File: config.mk
export PLATFORM = sky130hd
export DESIGN_NAME = clk_gen_bank
export DESIGN_NICKNAME = d
export VERILOG_FILES = /design/src/rtl/clk_gen_bank.sv
export SDC_FILE = /design/constraint.sdc
export NUM_CORES = 1
export LEC_CHECK = 0
export BUFFER_PORTS_ARGS = -buffer_cell sky130_fd_sc_hd__buf_2
export CELL_PAD_IN_SITES_DETAIL_PLACEMENT = 2
export CELL_PAD_IN_SITES_GLOBAL_PLACEMENT = 2
export CORE_ASPECT_RATIO = 0.5
export CORE_MARGIN = 2
export CORE_UTILIZATION = 33
export DETAILED_ROUTE_END_ITERATION = 16
export PLACE_DENSITY_LB_ADDON = 0.3
export SYNTH_ARGS = -nofsm -noshare
export SYNTH_HDL_FRONTEND = slang
export SYNTH_SLANG_ARGS = --single-unit
File: constraint.sdc
create_clock -name clk -period 3.1 [get_ports clk]
set_clock_uncertainty 0.2 [all_clocks]
set_input_delay 0.465 -clock clk [delete_from_list [all_inputs] [get_ports clk]]
set_output_delay 0.465 -clock clk [all_outputs]
set_load 0.05 [all_outputs]
File: src/rtl/clk_gen_bank.sv
// Bank of counter-based clock/strobe generators sharing one master clock and one sync pulse.
// Latency: all outputs registered; first rise 1+D edges after the edge that samples sync_start.
// No backpressure: enable is level-sensitive, stops are deferred to the next period boundary.
module clk_gen_bank #(
  parameter int CHANNELS = 4,
  parameter int CNT_W    = 16
) (
  input  logic                      clk,
  input  logic                      rst_n,
  input  logic [CHANNELS-1:0]       enable,
  input  logic [CHANNELS*CNT_W-1:0] period,
  input  logic [CHANNELS*CNT_W-1:0] high_time,
  input  logic [CHANNELS*CNT_W-1:0] phase,
  input  logic                      sync_start,
  output logic [CHANNELS-1:0]       clk_out,
  output logic [CHANNELS-1:0]       rise_stb,
  output logic [CHANNELS-1:0]       fall_stb,
  output logic [CHANNELS-1:0]       running,
  output logic [CHANNELS-1:0]       cfg_err
);

  localparam logic [2:0] S_IDLE  = 3'd0;
  localparam logic [2:0] S_ARMED = 3'd1;
  localparam logic [2:0] S_DELAY = 3'd2;
  localparam logic [2:0] S_RUN   = 3'd3;
  localparam logic [2:0] S_DRAIN = 3'd4;

  for (genvar g = 0; g < CHANNELS; g++) begin : g_ch
    logic [2:0]       st;
    logic [CNT_W-1:0] cnt;
    logic [CNT_W-1:0] p_lat;
    logic [CNT_W-1:0] h_lat;
    logic [CNT_W-1:0] d_lat;
    logic [CNT_W-1:0] p_in;
    logic [CNT_W-1:0] h_in;
    logic [CNT_W-1:0] d_in;
    logic [CNT_W-1:0] h_fix;
    logic [CNT_W-1:0] cnt_inc;
    logic             at_wrap;
    logic             clk_d;
    logic             err_q;
    logic             clk_q;
    logic             rise_q;
    logic             fall_q;

    assign p_in = period[g*CNT_W +: CNT_W];
    assign h_in = high_time[g*CNT_W +: CNT_W];
    assign d_in = phase[g*CNT_W +: CNT_W];

    // Clamp the requested high time into 1..P-1 so every period has both a high and a low phase.
    always_comb begin
      h_fix = h_in;
      if (h_fix == '0) h_fix = CNT_W'(1);
      if ((p_in >= CNT_W'(2)) && (h_fix >= p_in)) h_fix = p_in - CNT_W'(1);
    end

    // Period counter wraps at P-1; the pre-increment count decides the next clock level,
    // which puts the first rise one edge after the counter starts at zero.
    assign at_wrap = (cnt == (p_lat - CNT_W'(1)));
    assign cnt_inc = at_wrap ? '0 : (cnt + CNT_W'(1));
    assign clk_d   = ((st == S_RUN) || (st == S_DRAIN)) && (cnt < h_lat);

    // Output registers: clock level plus edge strobes aligned with its transitions.
    always_ff @(posedge clk or negedge rst_n) begin
      if (!rst_n) begin
        clk_q  <= 1'b0;
        rise_q <= 1'b0;
        fall_q <= 1'b0;
      end else begin
        clk_q  <= clk_d;
        rise_q <= clk_d & ~clk_q;
        fall_q <= ~clk_d & clk_q;
      end
    end

    // Channel control: arm/latch config, phase delay, run and drain to the period boundary.
    always_ff @(posedge clk or negedge rst_n) begin
      if (!rst_n) begin
        st    <= S_IDLE;
        cnt   <= '0;
        p_lat <= '0;
        h_lat <= '0;
        d_lat <= '0;
        err_q <= 1'b0;
      end else begin
        case (st)
          S_IDLE: begin
            cnt <= '0;
            if (enable[g]) begin
              st    <= S_ARMED;
              p_lat <= p_in;
              h_lat <= h_fix;
              d_lat <= d_in;
              err_q <= (p_in < CNT_W'(2));
            end
          end
          S_ARMED: begin
            if (!enable[g]) begin
              st <= S_IDLE;
            end else if (sync_start && !err_q) begin
              if (d_lat == '0) begin
                st  <= S_RUN;
                cnt <= '0;
              end else begin
                st  <= S_DELAY;
                cnt <= d_lat - CNT_W'(1);
              end
            end
          end
          S_DELAY: begin
            if (!enable[g]) begin
              st  <= S_IDLE;
              cnt <= '0;
            end else if (cnt == '0) begin
              st <= S_RUN;
            end else begin
              cnt <= cnt - CNT_W'(1);
            end
          end
          S_RUN: begin
            cnt <= cnt_inc;
            if (!enable[g]) st <= S_DRAIN;
          end
          S_DRAIN: begin
            cnt <= cnt_inc;
            if (at_wrap) st <= S_IDLE;
          end
          default: begin
            st  <= S_IDLE;
            cnt <= '0;
          end
        endcase
      end
    end

    assign clk_out[g]  = clk_q;
    assign rise_stb[g] = rise_q;
    assign fall_stb[g] = fall_q;
    assign cfg_err[g]  = err_q;
    assign running[g]  = (st == S_DELAY) || (st == S_RUN) || (st == S_DRAIN);
  end

endmodule

* After elaboration in Yosys (flattened, before gate mapping) *
Cells that the tools add are included.

operators by class
  $add $sub $neg = 20
  equal/unequal tests = 52
  bitwise gates (word level) = 16
  reductions and logical operators = 60
  multiplexer cells = 72
  $lt $le $gt $ge = 16

operators by type and width
  kind                     count
  $mux W16                 32
  $sub A16 B1 Y16 const B  16
  $logic_not A16 Y1        12
  $pmux W16 S3             4
  $mux W3                  28
  $add A16 B1 Y16 const B  4
  $eq A16 B16 Y1           4
  $ge A16 B16 Y1           4
  $ge A16 B2 Y1 const B    4
  $lt A16 B16 Y1           4
  $lt A16 B2 Y1 const B    4
  $pmux W3 S5              4
  $ne A2 B2 Y1 const B     20
  $ne A3 B3 Y1 const B     12
  $eq A3 B2 Y1 const B     8
  $reduce_and A5 Y1        4
  $eq A3 B1 Y1 const B     4
  $eq A3 B3 Y1 const B     4
  $logic_and A1 B1 Y1      12
  $logic_not A3 Y1         4
  $logic_or A1 B1 Y1       12
  $reduce_and A3 Y1        4
  $and A1 B1 Y1            8
  $not A1 Y1               8
  4 further kinds          16

storage, ports and cells
  flip-flop bits (word level) = 284
  output and inout bits = 20

* Depth between registers and ports, before layout *
Gate-level depths: netlist of run 1.

  depth after elaboration = 5
  depth in mapped cells = 12
  gate-level depth less buffers = 11

* Worst setup path after synthesis of run 1 *
Ideal clock, no wire load.

  path kind = flip-flop to flip-flop
  from = register g_ch[3].p_lat[0]
  to = register g_ch[3].cnt[1]
  path buffers = 1
  setup slack = -0.237 ns
  arrival time = 3.011 ns
  library setup time = 0.126 ns
  stages on the path, launching flop included = 12
  cell sequence = dfrtp_1 inv_1 ha_1 or3b_2 nor4_1 xnor2_1 o2111ai_1 or4_1 or4_4 buf_6 and2_1 a221o_1

on the way
  longest elaborated chain between the ends = 4

ends and longest elaborated chain
  item                      RTL line  text
  start: declaration        31        logic [CNT_W-1:0] p_lat;
  start signal: assignment  91        p_lat <= p_in;
  $sub A16 B1 Y16           59        assign at_wrap = (cnt == (p_lat - CNT_W'(1)));
  $eq A16 B16 Y1            59
  $mux W16                  60        assign cnt_inc = at_wrap ? '0 : (cnt + CNT_W'(1));
  $pmux W16 S3              86        case (st)
  end signal: assignment    106       cnt <= d_lat - CNT_W'(1);
  end signal: assignment    117       cnt <= cnt - CNT_W'(1);
  end signal: assignment    121       cnt <= cnt_inc;
  end: declaration          30        logic [CNT_W-1:0] cnt;

No other way between the ends.
A chain may end at the register's enable or synchronous reset.

* Worst setup path in the final report of run 1 *
  from = register g_ch[1].p_lat[1]
  to = register g_ch[1].cnt[11]

on the way
  longest elaborated chain between the ends = 4

ends and longest elaborated chain
  item                      RTL line
  start: declaration        31
  start signal: assignment  91
  $sub A16 B1 Y16           59
  $eq A16 B16 Y1            59
  $mux W16                  60
  $pmux W16 S3              86
  end signal: assignment    106
  end signal: assignment    117
  end signal: assignment    121
  end: declaration          30

No other way between the ends.

==> metrics.md, run 1 <==
| Metric | Value |
|---|---|
| TritonCTS clock tree | done |
| Synthesized area per cell | 7.90 µm² |
| Routed length on met1 | 42200 µm |
| Number of I/O pins | 219 |
| Worst reg2reg path depth | 11 |
| Worst-margin pin slew | 0.878 ns |
| Buffers & Inverters on Critical Path | 3 |
| Nets@finish | 3631 |
| Portion of total power attributed to combinational logic | 0.563 |
| Endpoint arrival time on the critical path | 3.54 ns |
| Number of maximum-capacitance violations | 0 |
| Switching power share of the total | 0.455 |
| X dimension of the die | 374 µm |
| Relative slew slack | 0.415 |
| Sequential area share after synthesis | 0.315 |
| Buffer type at the clock tree root | clkbuf_16 |
| Clock latency on the worst-skew pair | 0.57 ns |
| Share of power burned in the clock network | 0.180 |
| Met2 wire length | 50700 µm |
| Initial standard-cell utilization of the core | 0.335 |
| Required time at the endpoint of the critical path | 3.35 ns |
| Capture point of the worst reg-to-reg path | g_ch[1].cnt[11] |
| Hold path cells | 3 |
| Nets in the synthesized netlist | 3208 |
| Antenna violation net count after detailed routing | 0 |
| Kind of cell with the highest combined delay on the critical path | compound AO/OA/AOI/OAI gates |
| First-pass iteration count of the detailed router | 5 |
| Number of clock sinks | 284 |
| Overall power after layout | 25.1 mW |
| Dominant synthesized flop cell | dfrtp_1 |
| Number of buffers created by CTS | 34 |
| Sequential group share of total power | 0.257 |
| Sum of routed wire length over all layers | 98000 µm |
| Netlist area before placement | 22600 µm² |
| Crit Path Max Fanout | 6 |
| Total leakage power | 13.5 nW |
| Top routing layer used | met4 |
| Area growth syn-to-layout | 30.7% |
| Die Area | 70600 µm² |
| Most frequent standard cell in the layout excluding fill and tap cells | nand2_1 |
| Final Wtd Congestion | 0.839 |
| Avg WL per Cell | 23.3 µm |
| Total of warnings raised by yosys | 0 |
| Crit-path slowest cell | or4_4 |
| Final WS setup | -0.193 ns |
| Number of global-route vias before repair | 26.5k |
| Synthesized instance count | 2857 |
| Site Rows | 67 |
| Number of antenna violations at the first check in global routing | 1 |
| Total global routing track utilization | 0.266 |
| Worst-path cell chain | or4_4 > buf_6 > nor3_4 > a21boi_1 > o31a_1 > nand4bb_4 > o21ai_4 > buf_6 > buf_8 > o21ai_2 > a221o_1 |
| Post-synth EDFFs | 0 |
| Number of different library cells in the post-synthesis netlist | 76 |
| Kind of launch point of the worst setup path | register |
| Share of cells above drive strength 1 | 0.237 |
| First-pass GRT wire length | 152000 µm |
| Die Height | 189 µm |
| HPWL Detailed | 67800 µm |
| Cell count along the critical path | 11 |
| R2r setup slk | -0.19 ns |
| Total count of hold-check failures in the final report | 0 |
| Hold path startpoint | high_time[29] |
| Hold endpoint | g_ch[1].h_lat[13] |
| Final critical-path share of the clock period | 1.06 |
| Final Max Tran Viols | 0 |
| Hold Crit Class | in -> reg |
| Power dissipated by switching net loads | 11.4 mW |
| Total via count in the routed design | 23.8k |
| Setup repair after global routing missed its margin | yes |
| FF+latch count, synth | 284 |
| Worst reg2reg startpoint | g_ch[1].p_lat[1] |
| Fillers | 7487 |
| Drt via density | 5.66 |
| Cell with the most instances on the worst path | buf_6 |
| Pre-CTS setup slack | -0.445 ns |
| Result of the run | complete, but fails checks |
| Metal3 WL | 2660 µm |
| Sort of element at the end of the critical path | register |
| Maximum number of buffers from clock root to sink | 3 |
| Peak per-stage delay on the critical path | 0.59 ns |
| H-tree Lvls | 2 |
| Total power per unit cell area | 850 nW/µm² |
| Count of buffers from port buffering | 218 |
| Most frequent cells in the layout | nand2_1, buf_4, dfrtp_1, buf_2, inv_1 |
| Clock slew at reported path FFs | 0.07 ns |
| Area of the core | 67300 µm² |
| Share of flip-flops with an asynchronous set or reset after synthesis | 1.00 |
| Grt ovf | 0 |
| DRC violations left | 0 |
| Maximum operating frequency | 0.304 GHz |
| Maximum ir drop on the vdd rail | 0.455 mV |
| Critical path class | reg -> reg |
| Violated checks | negative setup slack |
| Largest net degree at the start of global routing | 67 |
| Detailed router's first-iteration violation count | 1238 |
| Int Power | 13.7 mW |
| Minimum period implied by the final worst setup slack | 3.29 ns |
| Total of endpoints with negative setup slack in the final report | 36 |
| Number of antenna cells inserted | 0 |
==> power groups by stage <==
stage | Sequential [mW] | Clock [mW] | Combinational [mW]
finish | 6.45 | 4.52 | 14.1
global route | 6.63 | 4.76 | 15.4
CTS | 6.38 | 4.60 | 13.1
detailed placement | 6.40 | 0 | 12.3
global placement | 6.28 | 0 | 11.7
floorplan | 5.92 | 0 | 8.01
==> through the flow <==
| step | setup TNS, ns | instance area [µm²] | hold slack, ns | utilization | cells |
|---|---|---|---|---|---|
| 2_1_floorplan | -1.01 | 22600 | -0.0306 | - | 2857 |
| 3_3_place_gp | -9.70 | 26200 | 0.270 | 0.390 | 4026 |
| 6_report | -3.29 | 29500 | 0.0259 | 0.438 | 4200 |
| 4_1_cts | -1.14 | 28800 | 0.000118 | 0.428 | 4180 |
| 3_5_place_dp | -22.50 | 26200 | 0.258 | 0.390 | 4026 |
| 5_1_grt | -9.29 | 29500 | 0.0376 | 0.438 | 4200 |
==> flip-flops by register name, indices dropped and copies added (netlist names) <==
name,flops
g_ch.rise_q,4
g_ch.st,12
g_ch.d_lat,64
g_ch.clk_q,4
g_ch.p_lat,64
g_ch.err_q,4
g_ch.cnt,64
g_ch.h_lat,64
g_ch.fall_q,4
==> repair_timing <==
| action | 4_1_cts | 5_1_grt |
|---|---|---|
| hold endpoints to repair | 133 | 0 |
| buffers inserted | 14 | 22 |
| endpoints found under the setup margin | 62 | 87 |
| gates cloned | 7 | 2 |
| resized for setup | 124 | 136 |
| hold buffers | 74 | 0 |
| pin swaps | 32 | 56 |
==> logic make-up after synthesis <==
| family | count (synthesis) | synth area share |
|---|---|---|
| buffers and inverters | 417 | 0.0729 |
| adders and majority gates | 152 | 0.0843 |
| xor gates and xnor gates | 222 | 0.0868 |
| DFF | 284 | 0.315 |
| muxes | 6 | 0.00266 |
| and+or+nand+nor | 1181 | 0.260 |
| AOI/OAI and AO/OA | 595 | 0.179 |
==> worst max-delay path by stage <==
stage / start / endpoint / slack [ns]
finish: g_ch[1].p_lat[1] / g_ch[1].cnt[11] / -0.19
global route: g_ch[1].p_lat[1] / g_ch[1].cnt[11] / -0.28
CTS: g_ch[2].p_lat[1] / g_ch[2].cnt[1] / -0.1
detailed placement: high_time[56] / g_ch[3].h_lat[3] / -0.44
global placement: high_time[17] / g_ch[1].h_lat[8] / -0.32
floorplan: g_ch[3].p_lat[0] / g_ch[3].cnt[1] / -0.20
==> tightest hold or removal path: stages <==
cell,delay [ns]
buf_2,0.12
nand3_1,0.08
o221ai_1,0.07
==> synth_stat cells (34+ instances only) <==
cell / n / area (µm²)
nand2_1: 426 / 1600
dfrtp_1: 284 / 7110
clkbuf_1: 214 / 803
o21ai_0: 174 / 871
inv_1: 171 / 642
xnor2_1: 164 / 1440
ha_1: 152 / 1900
nor2_1: 152 / 571
nand3_1: 118 / 591
nor3_1: 111 / 556
nor4_1: 67 / 419
a21oi_1: 63 / 315
xor2_1: 57 / 499
o221ai_1: 54 / 473
and3_1: 43 / 269
a21o_1: 41 / 308
o22ai_1: 40 / 250
nor2b_1: 39 / 244
nand4_1: 34 / 213
==> cell type report <==
class	instances	area, µm²	share of cell area
Clock inverter	10	154	0.00522
Tap cell	897	1120	0.0380
Inverter	171	644	0.0218
Multi-Input combinational cell	2156	14700	0.500
Sequential cell	284	7110	0.241
Clock buffer	49	1040	0.0353
Timing Repair Buffer	633	4690	0.159
==> per-layer routing <==
metal  track usage  up-vias
li1              -    11000
met1         0.330    12300
met2         0.494      389
met3        0.0292      155
met4        0.0645        0
met5             0        -
(Power assumes the default switching activity.)
==> run 2: changes to the inputs <==
ABC_AREA = 1   (was default)
CORE_MARGIN = default   (was 2)
CORE_UTILIZATION = 31   (was 33)
==> metrics.md, run 2 <==
| Metric | Value |
|---|---|
| Crit Path Max Fanout | 9 (+3) |
| Grt ovf | 0 (unchanged) |
| Total via count in the routed design | 24.8k (+4.2%) |
| Result of the run | finished, final reports clean |
| Share of cells above drive strength 1 | 0.113 (-0.125) |
| DRC violations left | 0 (unchanged) |
| Number of global-route vias before repair | 27.5k (+3.7%) |
| Die Area | 78200 µm² (+11%) |
| Final Max Tran Viols | 0 (unchanged) |
| First-pass iteration count of the detailed router | 5 (unchanged) |
| Number of different library cells in the post-synthesis netlist | 53 (-30%) |
| Initial standard-cell utilization of the core | 0.315 (-0.0199) |
| Final std cells w/o fill | 4882 (+16%) |
| Sum of routed wire length over all layers | 95100 µm (-2.9%) |
| Number of placed cells counting well taps | 4733 (+18%) |
| Drt via density | 5.08 (-10%) |
| Clock latency on the worst-skew pair | 0.59 ns (+0.02 ns) |
| Share of power burned in the clock network | 0.166 (-0.014) |
| Netlist area before placement | 23900 µm² (+5.8%) |
| Peak per-stage delay on the critical path | 0.55 ns (-0.04 ns) |
| Antenna violation net count after detailed routing | 0 (unchanged) |
| Kind of launch point of the worst setup path | input pin |
| Worst hold slack | 0.0180 ns (-0.00793 ns) |
| Final Wtd Congestion | 0.866 (+3.2%) |
| Total count of hold-check failures in the final report | 0 (unchanged) |
| Relative slew slack | 0.337 (-0.0784) |
| Maximum number of buffers from clock root to sink | 3 (unchanged) |
| Maximum ir drop on the vdd rail | 0.550 mV (+21%) |
| Worst-path cell chain | dlygate4sd3_1 > buf_2 > nor4_2 > a41oi_1 > ha_1 > inv_1 > a21oi_1 > o21ai_0 > nand2_1 > o211ai_1 > nand2_1 > nand3_1 > nand2_2 > buf_4 > nand2_1 > o21ai_0 > nand2_1 > o21ai_0 |
| Most frequent cells in the layout | nand2_1, inv_1, nor2_1, o21ai_0, dfrtp_1 |
| Total of warnings raised by yosys | 0 (unchanged) |
| Dominant synthesized flop cell | dfrtp_1 |
| Switching power share of the total | 0.523 (+0.0675) |
| Nets@finish | 4184 (+15%) |
| Synthesized instance count | 3606 (+26%) |
| Synthesized area per cell | 6.62 µm² (-16%) |
| Total leakage power | 14.4 nW (+6.5%) |
| Cell with the most instances on the worst path | nand2_1 |
| Area of the core | 75700 µm² (+12%) |
| Die Height | 198 µm (+4.9%) |
| Top area cells in the synthesized netlist | dfrtp_1, nand2_1, ha_1 |
| Setup repair after global routing missed its margin | no |
| Fraction of post-synthesis cell area in the top cell type by area | 0.298 (-0.0171) |
| Power dissipated by switching net loads | 14.6 mW (+28%) |
| Number of buffers created by CTS | 35 (+2.9%) |
| Sort of element at the end of the critical path | register |
| Endpoint arrival time on the critical path | 3.10 ns (-0.44 ns) |
| Critical path class | in -> reg |
| Buffer type at the clock tree root | clkbuf_16 |
| Area growth syn-to-layout | 17.8% |
| H-tree Lvls | 2 (unchanged) |
| Share of flip-flops with an asynchronous set or reset after synthesis | 1.00 (unchanged) |
| Nets in the synthesized netlist | 3957 (+23%) |
| Final critical-path share of the clock period | 0.927 (-0.135) |
| Total power per unit cell area | 995 nW/µm² (+17%) |
| Post-synth EDFFs | 0 (unchanged) |
| Buffers & Inverters on Critical Path | 4 (+1) |
| Portion of total power attributed to combinational logic | 0.566 (+0.003) |
| Number of maximum-capacitance violations | 0 (unchanged) |
| Crit-path slowest cell | dlygate4sd3_1 |
| Most frequent standard cell in the layout excluding fill and tap cells | nand2_1 |
| FF+latch count, synth | 284 (unchanged) |
| Largest net degree at the start of global routing | 73 (+9.0%) |
| Hold Crit Class | in -> reg |
| TritonCTS clock tree | done |
| Total of endpoints with negative setup slack in the final report | 0 (-100%) |
| X dimension of the die | 394 µm (+5.5%) |
| Cell taking the most area after synthesis | dfrtp_1 |
| Kind of cell with the highest combined delay on the critical path | buffers and inverters |
| Commonest cells in the synthesized netlist | nand2_1, inv_1, nor2_1, o21ai_0, dfrtp_1 |
| Maximum operating frequency | 0.348 GHz (+15%) |
| Required time at the endpoint of the critical path | 3.32 ns (-0.03 ns) |
| Avg WL per Cell | 19.5 µm (-16%) |
| First-pass GRT wire length | 152000 µm (+0.28%) |
| Total global routing track utilization | 0.244 (-0.0228) |
| Detailed router's first-iteration violation count | 921 (-26%) |
| Worst-margin pin slew | 0.992 ns (+0.114 ns) |
| Clock slew at reported path FFs | 0.06 ns (about the same) |
| Number of I/O pins | 219 (unchanged) |
| Most frequently used cell type in the post-synthesis netlist | nand2_1 |
| Sequential group share of total power | 0.268 (+0.011) |
| Number of clock sinks | 284 (unchanged) |
| Count of buffers from port buffering | 218 (unchanged) |
| Site Rows | 71 (+6.0%) |
| HPWL Detailed | 72200 µm (+6.4%) |
| Sequential area share after synthesis | 0.298 (-0.0171) |
| Int Power | 13.3 mW (-2.3%) |
| Number of antenna violations at the first check in global routing | 4 (+3) |
| Minimum period implied by the final worst setup slack | 2.87 ns (-0.418 ns) |
==> run 2: cell types whose count changed after synthesis, moves of 42 or more <==
cell	delta
a21oi_1	+64
and3_1	-42
buf_2	+43
clkbuf_1	-108
inv_1	+270
nand2_1	+616
nand3_1	+137
nor2_1	+152
nor3_1	-47
o21ai_0	+114
o221ai_1	-54
xnor2_1	-121
xor2_1	+108
==> run 2: layout make-up <==
cell class / count / area, µm²
fill: 9206 / 47600
multi-input combinational: 2683 / 14200
sequential: 284 / 7110
timing repair buffer: 371 / 2520
inverter: 458 / 1720
tap: 1022 / 1280
clock buffer: 45 / 995
clock inverter: 16 / 230
antenna: 3 / 7.51
==> run 2: stage by stage <==
stage	total power, mW	utilization	TNS [ns]	worst slack (ns)	area, µm²
after global placement	22.2	0.344	0	0.0503	26000
after detailed placement	23.2	0.344	-0.477	-0.0909	26000
after global routing	30.6	0.371	0	0.0248	28100
final	28.0	0.371	0	0.226	28100
after CTS	28.2	0.371	0	0.0360	28100
after floorplan	18.1	-	0	0.721	23900
==> run 2: metal layers <==
layer	up-vias	track usage	routed length, µm
met2	280	0.447	47900
li1	11900	-	-
met4	0	0.0817	2940
met3	141	0.0281	2340
met1	12400	0.296	41900
met5	-	0	0
==> run 2: path summary, 6_finish.rpt <==
check | from | endpoint | slack (ns) | cells after the start
max | high_time[5] | g_ch[0].h_lat[8] | 0.23 | 18
min | period[6] | g_ch[0].p_lat[6] | 0.02 | 3
max reg2reg | g_ch[3].p_lat[0] | g_ch[3].st[1] | 0.29 | 15
min reg2reg | g_ch[3].clk_q | g_ch[3].rise_q | 0.25 | 1
max in group asynchronous | rst_n | g_ch[3].h_lat[9] | 1.63 | 3
min in group asynchronous | rst_n | g_ch[0].d_lat[1] | 0.25 | 2
==> run 2: kinds of logic after synthesis <==
family / Yosys count / synth area share
adder cells (fa/ha/maj): 152 / 0.0797
buffers and inverters: 639 / 0.107
XOR/XNOR: 208 / 0.0763
AND/OR/NAND/NOR: 1849 / 0.332
AO/OA/AOI/OAI: 474 / 0.107
flip-flops: 284 / 0.298
==> run 2: power by group through the flow <==
stage                     sequential (mW)  combinational [mW]  clock [mW]
after floorplan                      6.54                11.5           0
after global placement               7.44                14.8           0
after detailed placement             7.54                15.7           0
after CTS                            7.50                15.9        4.76
after global routing                 7.77                18.0        4.90
final                                7.50                15.8        4.63
==> run 2: worst reg2reg max path: stages, from the launching register on <==
cell and delay, ns:
dfrtp_1 0.39, inv_1 0.15, ha_1 0.36, nand2_2 0.15, nor2_4 0.21, nand3b_1 0.10
nand2_1 0.08, nand2_1 0.05, inv_1 0.05, nand2_1 0.05, nor2_2 0.15, nand2_2 0.28
nand2_1 0.21, nand2_1 0.11, nand2_1 0.08, o21ai_1 0.06
==> run 2: repair_timing <==
item	CTS	global route
endpoints found under the hold margin	147	0
setup buffers	0	0
gates resized for setup	0	3
hold buffers	85	0
setup endpoints to repair	0	19
==> run 3: changes to the inputs <==
CORE_ASPECT_RATIO = 1.1   (was 0.5)
CORE_UTILIZATION = 25   (was 31)
==> metrics.md, run 3 (synthesis gave the netlist of run 2 again) <==
| Metric | Value |
|---|---|
| Final critical-path share of the clock period | 0.915 (-0.0124) |
| Required time at the endpoint of the critical path | 3.39 ns (+0.07 ns) |
| Critical path class | in -> reg |
| Total leakage power | 14.6 nW (+1.4%) |
| Share of power burned in the clock network | 0.179 (+0.013) |
| Maximum number of buffers from clock root to sink | 3 (unchanged) |
| Share of cells above drive strength 1 | 0.116 (+0.00387) |
| Number of maximum-capacitance violations | 0 (unchanged) |
| Portion of total power attributed to combinational logic | 0.556 (-0.010) |
| Number of global-route vias before repair | 26.7k (-2.7%) |
| Clock latency on the worst-skew pair | 0.58 ns (about the same) |
| H-tree Lvls | 2 (unchanged) |
| Detailed router's first-iteration violation count | 823 (-11%) |
| Final Max Tran Viols | 0 (unchanged) |
| Core utilization of the finished layout | 0.306 (-0.0654) |
| Drt via density | 4.73 (-6.8%) |
| Maximum ir drop on the vdd rail | 0.390 mV (-29%) |
| Number of I/O pins | 219 (unchanged) |
| Die Area | 96700 µm² (+24%) |
| HPWL Detailed | 72400 µm (+0.39%) |
| Area growth syn-to-layout | 20.9% |
| TritonCTS clock tree | done |
| Sort of element at the end of the critical path | register |
| Grt ovf | 0 (unchanged) |
| Area of the core | 94300 µm² (+25%) |
| Number of antenna violations at the first check in global routing | 8 (+4) |
| First-pass iteration count of the detailed router | 5 (unchanged) |
| Crit-path slowest cell | dlygate4sd3_1 |
| X dimension of the die | 297 µm (-25%) |
| Antenna violation net count after detailed routing | 0 (unchanged) |
| Clock slew at reported path FFs | 0.06 ns (about the same) |
| Number of buffers created by CTS | 41 (+17%) |
| Sum of routed wire length over all layers | 93300 µm (-1.9%) |
| DRC violations left | 0 (unchanged) |
| Met2 wire length | 45600 µm (-4.8%) |
| Number of placed cells counting well taps | 4976 (+5.1%) |
| Int Power | 13.8 mW (+3.2%) |
| Buffer type at the clock tree root | clkbuf_16 |
| Switching power share of the total | 0.511 (-0.0119) |
| Sequential group share of total power | 0.266 (-0.002) |
| Result of the run | finished, final reports clean |
| Routed length on met1 | 43000 µm (+2.5%) |
| Final Wtd Congestion | 0.824 (-4.8%) |
| Hold Crit Class | in -> reg |
| Kind of launch point of the worst setup path | input pin |
| Die Height | 326 µm (+65%) |
| Largest net degree at the start of global routing | 69 (-5.5%) |
| Final std cells w/o fill | 5157 (+5.6%) |
| Total global routing track utilization | 0.194 (-0.0501) |
| Peak per-stage delay on the critical path | 0.53 ns (-0.02 ns) |
| Minimum period implied by the final worst setup slack | 2.84 ns (-0.0385 ns) |
| Post-CTS setup buffer count | 0 (unchanged) |
| Avg WL per Cell | 18.1 µm (-7.1%) |
| Nets@finish | 4214 (+0.72%) |
| Total of endpoints with negative setup slack in the final report | 0 (unchanged) |
| Maximum operating frequency | 0.353 GHz (+1.4%) |
| Overall power after layout | 28.2 mW (+0.72%) |
| Total count of hold-check failures in the final report | 0 (unchanged) |
| Total power per unit cell area | 976 nW/µm² (-1.9%) |
| Area of all placed cells without fillers | 28900 µm² (+2.7%) |
| Most frequent standard cell in the layout excluding fill and tap cells | nand2_1 |
| Site Rows | 118 (+66%) |
| Worst-path cell chain | dlygate4sd3_1 > buf_2 > nor4_2 > a41oi_1 > ha_1 > inv_1 > a21oi_1 > o21ai_0 > nand2_1 > o211ai_1 > nand2_1 > nand3_1 > nand2_2 > buf_4 > o21ai_0 > nand2_1 > o21ai_0 |
| Kind of cell with the highest combined delay on the critical path | buffers and inverters |
| Top routing layer used | met5 |
| Relative slew slack | 0.264 (-0.0723) |
| Endpoint arrival time on the critical path | 3.13 ns (+0.03 ns) |
| Crit Path Max Fanout | 23 (+14) |
| Count of buffers from port buffering | 218 (unchanged) |
| Buffers & Inverters on Critical Path | 4 (unchanged) |
| Metal3 WL | 2390 µm (+2.2%) |
| Most frequent cells in the layout | nand2_1, inv_1, nor2_1, o21ai_0, dfrtp_1 |
| Worst-margin pin slew | 1.10 ns (+0.110 ns) |
| Total via count in the routed design | 24.4k (-1.5%) |
| First-pass GRT wire length | 148000 µm (-2.5%) |
| Worst hold slack | 0.0404 ns (+0.0225 ns) |
| Power dissipated by switching net loads | 14.4 mW (-1.6%) |
| Number of clock sinks | 284 (unchanged) |
| Initial standard-cell utilization of the core | 0.253 (-0.0624) |
| DP Area | 26400 µm² (+1.3%) |
==> run 3: cell count changes in the layout (fill, tap and decap cells not counted), moves of 2 or more <==
cell,change
clkbuf_16,+7
nor4_2,+2
nor4_1,-2
clkinvlp_4,+6
diode_2,+2
dlygate4sd3_1,+19
clkbuf_8,+3
buf_4,+4
clkinv_4,-2
==> run 3: path summary, 6_finish.rpt <==
kind | start | to | slack (ns) | depth (start not counted)
worst max register to register | g_ch[0].p_lat[0] | g_ch[0].cnt[0] | 0.30 | 15
worst min register to register | g_ch[1].clk_q | g_ch[1].rise_q | 0.25 | 1
worst min-delay path | high_time[15] | g_ch[0].h_lat[15] | 0.04 | 3
min in group asynchronous | rst_n | g_ch[3].p_lat[15] | 0.19 | 2
worst max-delay path | high_time[57] | g_ch[3].h_lat[1] | 0.26 | 17
max in group asynchronous | rst_n | g_ch[1].cnt[8] | 1.64 | 4
==> run 3: power groups by stage <==
stage	logic (mW)	clock network (mW)	registers, mW
final	15.6	5.04	7.48
after detailed placement	15.7	0	7.56
after global routing	17.8	5.34	7.76
after CTS	15.9	5.23	7.54
after floorplan	11.5	0	6.54
after global placement	15.2	0	7.50
==> run 3: metrics by stage <==
step,setup TNS [ns],setup slack (ns)
CTS,0,0.213
global placement,0,0.246
finish,0,0.264
detailed placement,0,0.124
floorplan,0,0.721
global route,-0.00460,-0.00381
==> run 3: layer usage <==
layer  vias up  track usage
met2       292        0.341
met5         -            0
li1      12000            -
met3       118       0.0220
met4         8       0.0515
met1     12000        0.248
==> run 3: final cells by class <==
type | count | area (µm²)
sequential | 284 | 7110
clock inverter | 16 | 200
tap | 1260 | 1580
multi-input combinational | 2683 | 14300
antenna | 5 | 12.5
clock buffer | 56 | 1210
inverter | 458 | 1730
timing repair buffer | 395 | 2770
fill | 11400 | 65500
==> run 3: timing repair <==
item,CTS,global route
resized for setup,0,9
hold endpoints to repair,140,0
hold buffers,104,0
endpoints found under the setup margin,0,18
==> run 3: worst register-to-register path: stages, from the launching register on <==
cell and delay [ns]:
dfrtp_1 0.39, inv_1 0.12, ha_1 0.28, nand2_2 0.12, nor2_4 0.23, nand2_1 0.09
nand2_1 0.07, nand2_1 0.05, nor2_1 0.11, nand2_1 0.10, nor2_2 0.14, nand2_2 0.28
nand3_1 0.16, nand3_1 0.17, nand2_1 0.11, nand2_1 0.07
